[src/rtl/regif_rr_arb.sv]
// regif_rr_arb: round-robin arbiter that shares one upstream register-interface
// channel turn among NUM_REQ clients.
// Optional hold watchdog: define REGIF_ARB_TIMEOUT_EN to build it.
// Without the macro, HOLD waits for every drvn bit to drop and timeout_err is 0.

module regif_rr_arb #(
  parameter int NUM_REQ        = 4,
  parameter int ID_W           = 2,
  parameter int GUARD_CYCLES   = 2,
  parameter int TIMEOUT_CYCLES = 1024
) (
  input  logic               reg_int_clk,
  input  logic               reg_int_reset_n,
  input  logic [NUM_REQ-1:0] req,
  input  logic [NUM_REQ-1:0] drvn,
  output logic [NUM_REQ-1:0] trn,
  output logic [ID_W-1:0]    grant_id,
  output logic               chn_reqep,
  input  logic               chn_trn,
  output logic               chn_drvn,
  output logic               busy,
  output logic               timeout_err
);

  typedef enum logic [1:0] {
    IDLE  = 2'd0,
    REQ   = 2'd1,
    GUARD = 2'd2,
    HOLD  = 2'd3
  } state_t;

  localparam logic [NUM_REQ-1:0] ONE_HOT_LSB = {{(NUM_REQ-1){1'b0}}, 1'b1};
  localparam logic [3:0]         GUARD_LOAD  = 4'(GUARD_CYCLES - 1);
  localparam logic [ID_W-1:0]    PTR_RESET   = ID_W'(NUM_REQ - 1);

  // Reject parameter sets the arbiter cannot represent.
  if (NUM_REQ < 2 || NUM_REQ > 16 || ID_W != $clog2(NUM_REQ) ||
      GUARD_CYCLES < 1 || GUARD_CYCLES > 15 ||
      TIMEOUT_CYCLES < 1 || TIMEOUT_CYCLES > 65535) begin : g_param_check
    $error("regif_rr_arb: illegal parameter combination");
  end

  state_t               state_r;
  logic [ID_W-1:0]      ptr_r;
  logic [3:0]           guard_cnt_r;
  logic [NUM_REQ-1:0]   trn_r;
  logic [ID_W-1:0]      grant_id_r;
  logic                 chn_reqep_r;
  logic                 chn_drvn_r;
  logic                 busy_r;

  logic [ID_W-1:0]      win_s;
  logic                 win_vld_s;
  logic [ID_W:0]        idx_s;

`ifdef REGIF_ARB_TIMEOUT_EN
  localparam logic [15:0] TO_LAST = 16'(TIMEOUT_CYCLES - 1);
  logic [15:0]          to_cnt_r;
  logic                 timeout_err_r;
`endif

  // Round-robin scan: first requesting client after the pointer, wrapping.
  always_comb begin
    win_s     = '0;
    win_vld_s = 1'b0;
    idx_s     = '0;
    for (int i = 1; i <= NUM_REQ; i++) begin
      idx_s = {1'b0, ptr_r} + (ID_W+1)'(i);
      if (idx_s >= (ID_W+1)'(NUM_REQ)) begin
        idx_s = idx_s - (ID_W+1)'(NUM_REQ);
      end else begin
        idx_s = idx_s;
      end
      if (!win_vld_s && req[idx_s[ID_W-1:0]]) begin
        win_s     = idx_s[ID_W-1:0];
        win_vld_s = 1'b1;
      end else begin
        win_s     = win_s;
        win_vld_s = win_vld_s;
      end
    end
  end

  // Arbiter FSM with all outputs registered; trn defaults to 0 so it pulses once.
  always_ff @(posedge reg_int_clk) begin
    if (!reg_int_reset_n) begin
      state_r       <= IDLE;
      ptr_r         <= PTR_RESET;
      guard_cnt_r   <= 4'd0;
      trn_r         <= '0;
      grant_id_r    <= '0;
      chn_reqep_r   <= 1'b0;
      chn_drvn_r    <= 1'b0;
      busy_r        <= 1'b0;
`ifdef REGIF_ARB_TIMEOUT_EN
      to_cnt_r      <= 16'd0;
      timeout_err_r <= 1'b0;
`endif
    end else begin
      trn_r <= '0;
      case (state_r)
        IDLE: begin
          if (|req) begin
            state_r     <= REQ;
            chn_reqep_r <= 1'b1;
            busy_r      <= 1'b1;
          end else begin
            state_r     <= IDLE;
          end
        end
        REQ: begin
          if (chn_trn && win_vld_s) begin
            state_r     <= GUARD;
            guard_cnt_r <= GUARD_LOAD;
            trn_r       <= ONE_HOT_LSB << win_s;
            grant_id_r  <= win_s;
            ptr_r       <= win_s;
            chn_reqep_r <= 1'b0;
            chn_drvn_r  <= 1'b1;
          end else if (chn_trn || !(|req)) begin
            // Turn offered with nobody asking, or everyone withdrew.
            state_r     <= IDLE;
            chn_reqep_r <= 1'b0;
            busy_r      <= 1'b0;
          end else begin
            state_r     <= REQ;
          end
        end
        GUARD: begin
          // drvn is not yet trustworthy while clients raise it.
          if (guard_cnt_r == 4'd0) begin
            state_r     <= HOLD;
          end else begin
            guard_cnt_r <= guard_cnt_r - 4'd1;
          end
        end
        HOLD: begin
          if (drvn == '0) begin
            state_r    <= IDLE;
            chn_drvn_r <= 1'b0;
            busy_r     <= 1'b0;
`ifdef REGIF_ARB_TIMEOUT_EN
            to_cnt_r   <= 16'd0;
`endif
          end
`ifdef REGIF_ARB_TIMEOUT_EN
          else if (to_cnt_r == TO_LAST) begin
            state_r       <= IDLE;
            chn_drvn_r    <= 1'b0;
            busy_r        <= 1'b0;
            to_cnt_r      <= 16'd0;
            timeout_err_r <= 1'b1;
          end else begin
            to_cnt_r      <= to_cnt_r + 16'd1;
          end
`else
          else begin
            state_r <= HOLD;
          end
`endif
        end
        default: begin
          state_r     <= IDLE;
          chn_reqep_r <= 1'b0;
          chn_drvn_r  <= 1'b0;
          busy_r      <= 1'b0;
        end
      endcase
    end
  end

  assign trn       = trn_r;
  assign grant_id  = grant_id_r;
  assign chn_reqep = chn_reqep_r;
  assign chn_drvn  = chn_drvn_r;
  assign busy      = busy_r;
`ifdef REGIF_ARB_TIMEOUT_EN
  assign timeout_err = timeout_err_r;
`else
  assign timeout_err = 1'b0;
`endif

endmodule

[config.mk]
export PLATFORM = sky130hd
export DESIGN_NAME = regif_rr_arb
export DESIGN_NICKNAME = d
export VERILOG_FILES = /design/src/rtl/regif_rr_arb.sv
export SDC_FILE = /design/constraint.sdc
export NUM_CORES = 1
export LEC_CHECK = 0
export ABC_AREA = 1
export ABC_CLOCK_PERIOD_IN_PS = 3700
export BUFFER_PORTS_ARGS = -buffer_cell sky130_fd_sc_hd__buf_4
export CORE_AREA = 2 2 45 47
export DETAILED_ROUTE_END_ITERATION = 6
export DIE_AREA = 0 0 47 49
export PLACE_DENSITY = 0.86
export SETUP_SLACK_MARGIN = 0.02
export SKIP_LAST_GASP = 1
export SLEW_MARGIN = 30
export SYNTH_ARGS = -nofsm -noshare
export SYNTH_HDL_FRONTEND = slang
export SYNTH_SLANG_ARGS = --single-unit
[constraint.sdc]
create_clock -name reg_int_clk -period 3.7 [get_ports reg_int_clk]
set_input_delay 0.74 -clock reg_int_clk [delete_from_list [all_inputs] [get_ports reg_int_clk]]
set_output_delay 0.74 -clock reg_int_clk [all_outputs]
set_load 0.005 [all_outputs]
==> reports/qor.yml <==
cp-end-kind: "register"
multi_input_area_um2: 507
drive_above_1_share: 0.238
pre_cts_slack_ps: 1770
cellLeakagePower_nw: 0.616
clkLatencyLatePin_ps: 290
viasPerCell: 4.83
num_io_pins: 21
period_minus_slack_ps: 1610
use_met1: 0.241
cpMostUsedCell: "nor2_1"
switching_share: 0.358
max_freq_mhz: 620
setup_violations: 0
path_class: "input pin to register"
cts_max_level: 1
critPathLaunchType: "input pin"
regArea_um2: 340
antenna_found_initial: 0
syn-cell-area_um2: 953
finalNonFillerCells: 195
rsz0062_at_grt: "no"
wl_per_cell_um: 9.24
gr-total-overflow: 0
place.detailed.hpwl_mm: 1.47
ys_warn_count: 0
cp_slowest_cell: "nor2_1"
hold_class: "register to register"
rows: 16
finalSetupTns_ps: 0
required_ps: 3880
grt_first_pass_wirelength_mm: 3.26
place.gp.congestion: 0.810
met2_usage: 0.299
cap_viol_max_count: 0
slew_viol_final: 0
die_h_um: 49
hold_viol_final: 0
clock_power_share: 0.201
power_frac_seq: 0.460
synth-seq-cells: 17
dp.cells: 191
first_iter_violations: 8
grt_max_degree: 11
synth_nets: 160
detail-route-antenna-nets: 0
cts_made_buffers: 3
synthCells: 147
cts.clk_slew.worst_paths_ps: 90
nNetsFinal: 182
layout_setup_ws_ps: 2090
powerDensity_mw_per_mm2: 421
via_count: 942
dieWidth_um: 47
finalInstanceArea_mm2: 0.00114
critical_path_arrival_ps: 1790
cp_max_fo: 4
cts-root-buf: "clkbuf_4"
grt_pass1_vias: 849
combPwrFrac: 0.338
start_util: 0.518
die-area_mm2: 0.00230
wl_mm: 1.80
critPathMaxStageDelay_ps: 220
final_cell_mix: "nand2_1, buf_4, inv_1, nor2_1, dfxtp_1"
seq_area_frac_synth: 0.357
finClkSkew_ps: 0.596
synth.avg_cell_area_um2: 6.49
fin_crit_sh: 0.436
intPower_mw: 0.308
track_usage: 0.192
postPlaceCellArea_mm2: 0.00111
area_growth_pct: 19.4
tritoncts: "yes"
dr.pass1.iters: 4
post_cts_buffers: 0
clock_path_buffers: 2
core_area_mm2: 0.00184
diodes: 0
io_buffers: 19
p_switching_mw: 0.171
holdBufCountCts: 0
yosysUniqueCellTypes: 23
grt.busiest_layer: "met2"
cts_sinks: 17
ctsResizeCount: 0
cp_cell_sequence: "buf_4, nor2_1, nand3_1, nand3_1, inv_1, nor2_1, inv_1, nor2_1, a21oi_1"
ir_drop_v: 0.000297
grtUsageMet3: 0.0556
drc_errors: 0
num-fill-cells: 182
status: "complete, no violations"
final_common_cell: "nand2_1"
[stage by stage]
stage | total power, mW | hold slack [ps] | util
after floorplan | 0.343 | 446 | -
after global placement | 0.380 | 452 | 0.603
after detailed placement | 0.387 | 454 | 0.603
after CTS | 0.484 | 468 | 0.618
after global routing | 0.523 | 485 | 0.618
final | 0.479 | 467 | 0.618
[path summary, 6_finish.rpt]
check	startpoint	end	slack, ps	cells after the start
max	req[3]	ptr_r[0]	2090	9
min	grant_id[1]	grant_id[1]	470	2
min reg2reg	grant_id[1]	grant_id[1]	470	2
max reg2reg	ptr_r[0]	trn[0]	2120	10
[flip-flops by register name, indices dropped and copies added (netlist names)]
signal	cells
chn_reqep	1
busy	1
state_r	2
guard_cnt_r	4
trn	4
chn_drvn	1
ptr_r	2
grant_id	2
[cell families (layout without fill, tap and decap cells)]
family | after synthesis | count (layout) | synth area share
and+or+nand+nor | 89 | 89 | 0.415
xor gates and xnor gates | 2 | 2 | 0.0184
DFF | 17 | 17 | 0.357
buffers and inverters | 24 | 45 | 0.112
other | 1 | 1 | 0.00393
AOI/OAI and AO/OA | 12 | 12 | 0.0682
adders and majority gates | 2 | 2 | 0.0262
[critical path, delay by kind of cell]
| family | cells | cell delay (ps) |
|---|---|---|
| compound gates | 1 | 50 |
| buf+inv | 3 | 300 |
| simple gates | 5 | 700 |
[per-layer routing]
| layer | wire length (um) | share of wire |
|---|---|---|
| met1 | 785 | 0.44 |
| met2 | 879 | 0.49 |
| met3 | 102 | 0.057 |
| met4 | 34 | 0.019 |
| met5 | 0 | 0 |
[cells in the mapped netlist, drive strengths merged]
| library cell | count | area share |
|---|---|---|
| nand2 | 52 | 0.23 |
| inv | 21 | 0.088 |
| nor2 | 20 | 0.084 |
| dfxtp | 17 | 0.36 |
| nand3 | 10 | 0.052 |
| a21oi | 5 | 0.026 |
| o21ai | 5 | 0.026 |
| nand4 | 3 | 0.020 |
| buf | 2 | 0.020 |
| ha | 2 | 0.026 |
| nor3 | 2 | 0.010 |
| o211ai | 2 | 0.016 |
| xor2 | 2 | 0.018 |
| clkinv | 1 | 0.0039 |
| conb | 1 | 0.0039 |
| nand3b | 1 | 0.0079 |
| or2 | 1 | 0.0066 |
[power groups by stage]
stage | sequential, mW | clock (mW) | combinational [mW]
6_report | 0.220 | 0.0964 | 0.162
5_1_grt | 0.223 | 0.112 | 0.188
4_1_cts | 0.220 | 0.101 | 0.163
3_5_place_dp | 0.224 | 0 | 0.162
3_3_place_gp | 0.223 | 0 | 0.156
2_1_floorplan | 0.218 | 0 | 0.125
[final cells by class]
class,count,share of cell area
clock buffer,3,0.0198
clock inverter,1,0.00440
inverter,22,0.0769
multi-input combinational,106,0.445
sequential,17,0.299
tap,27,0.0297
timing repair buffer,19,0.125
No activity file was read; power rests on OpenSTA's default activity.
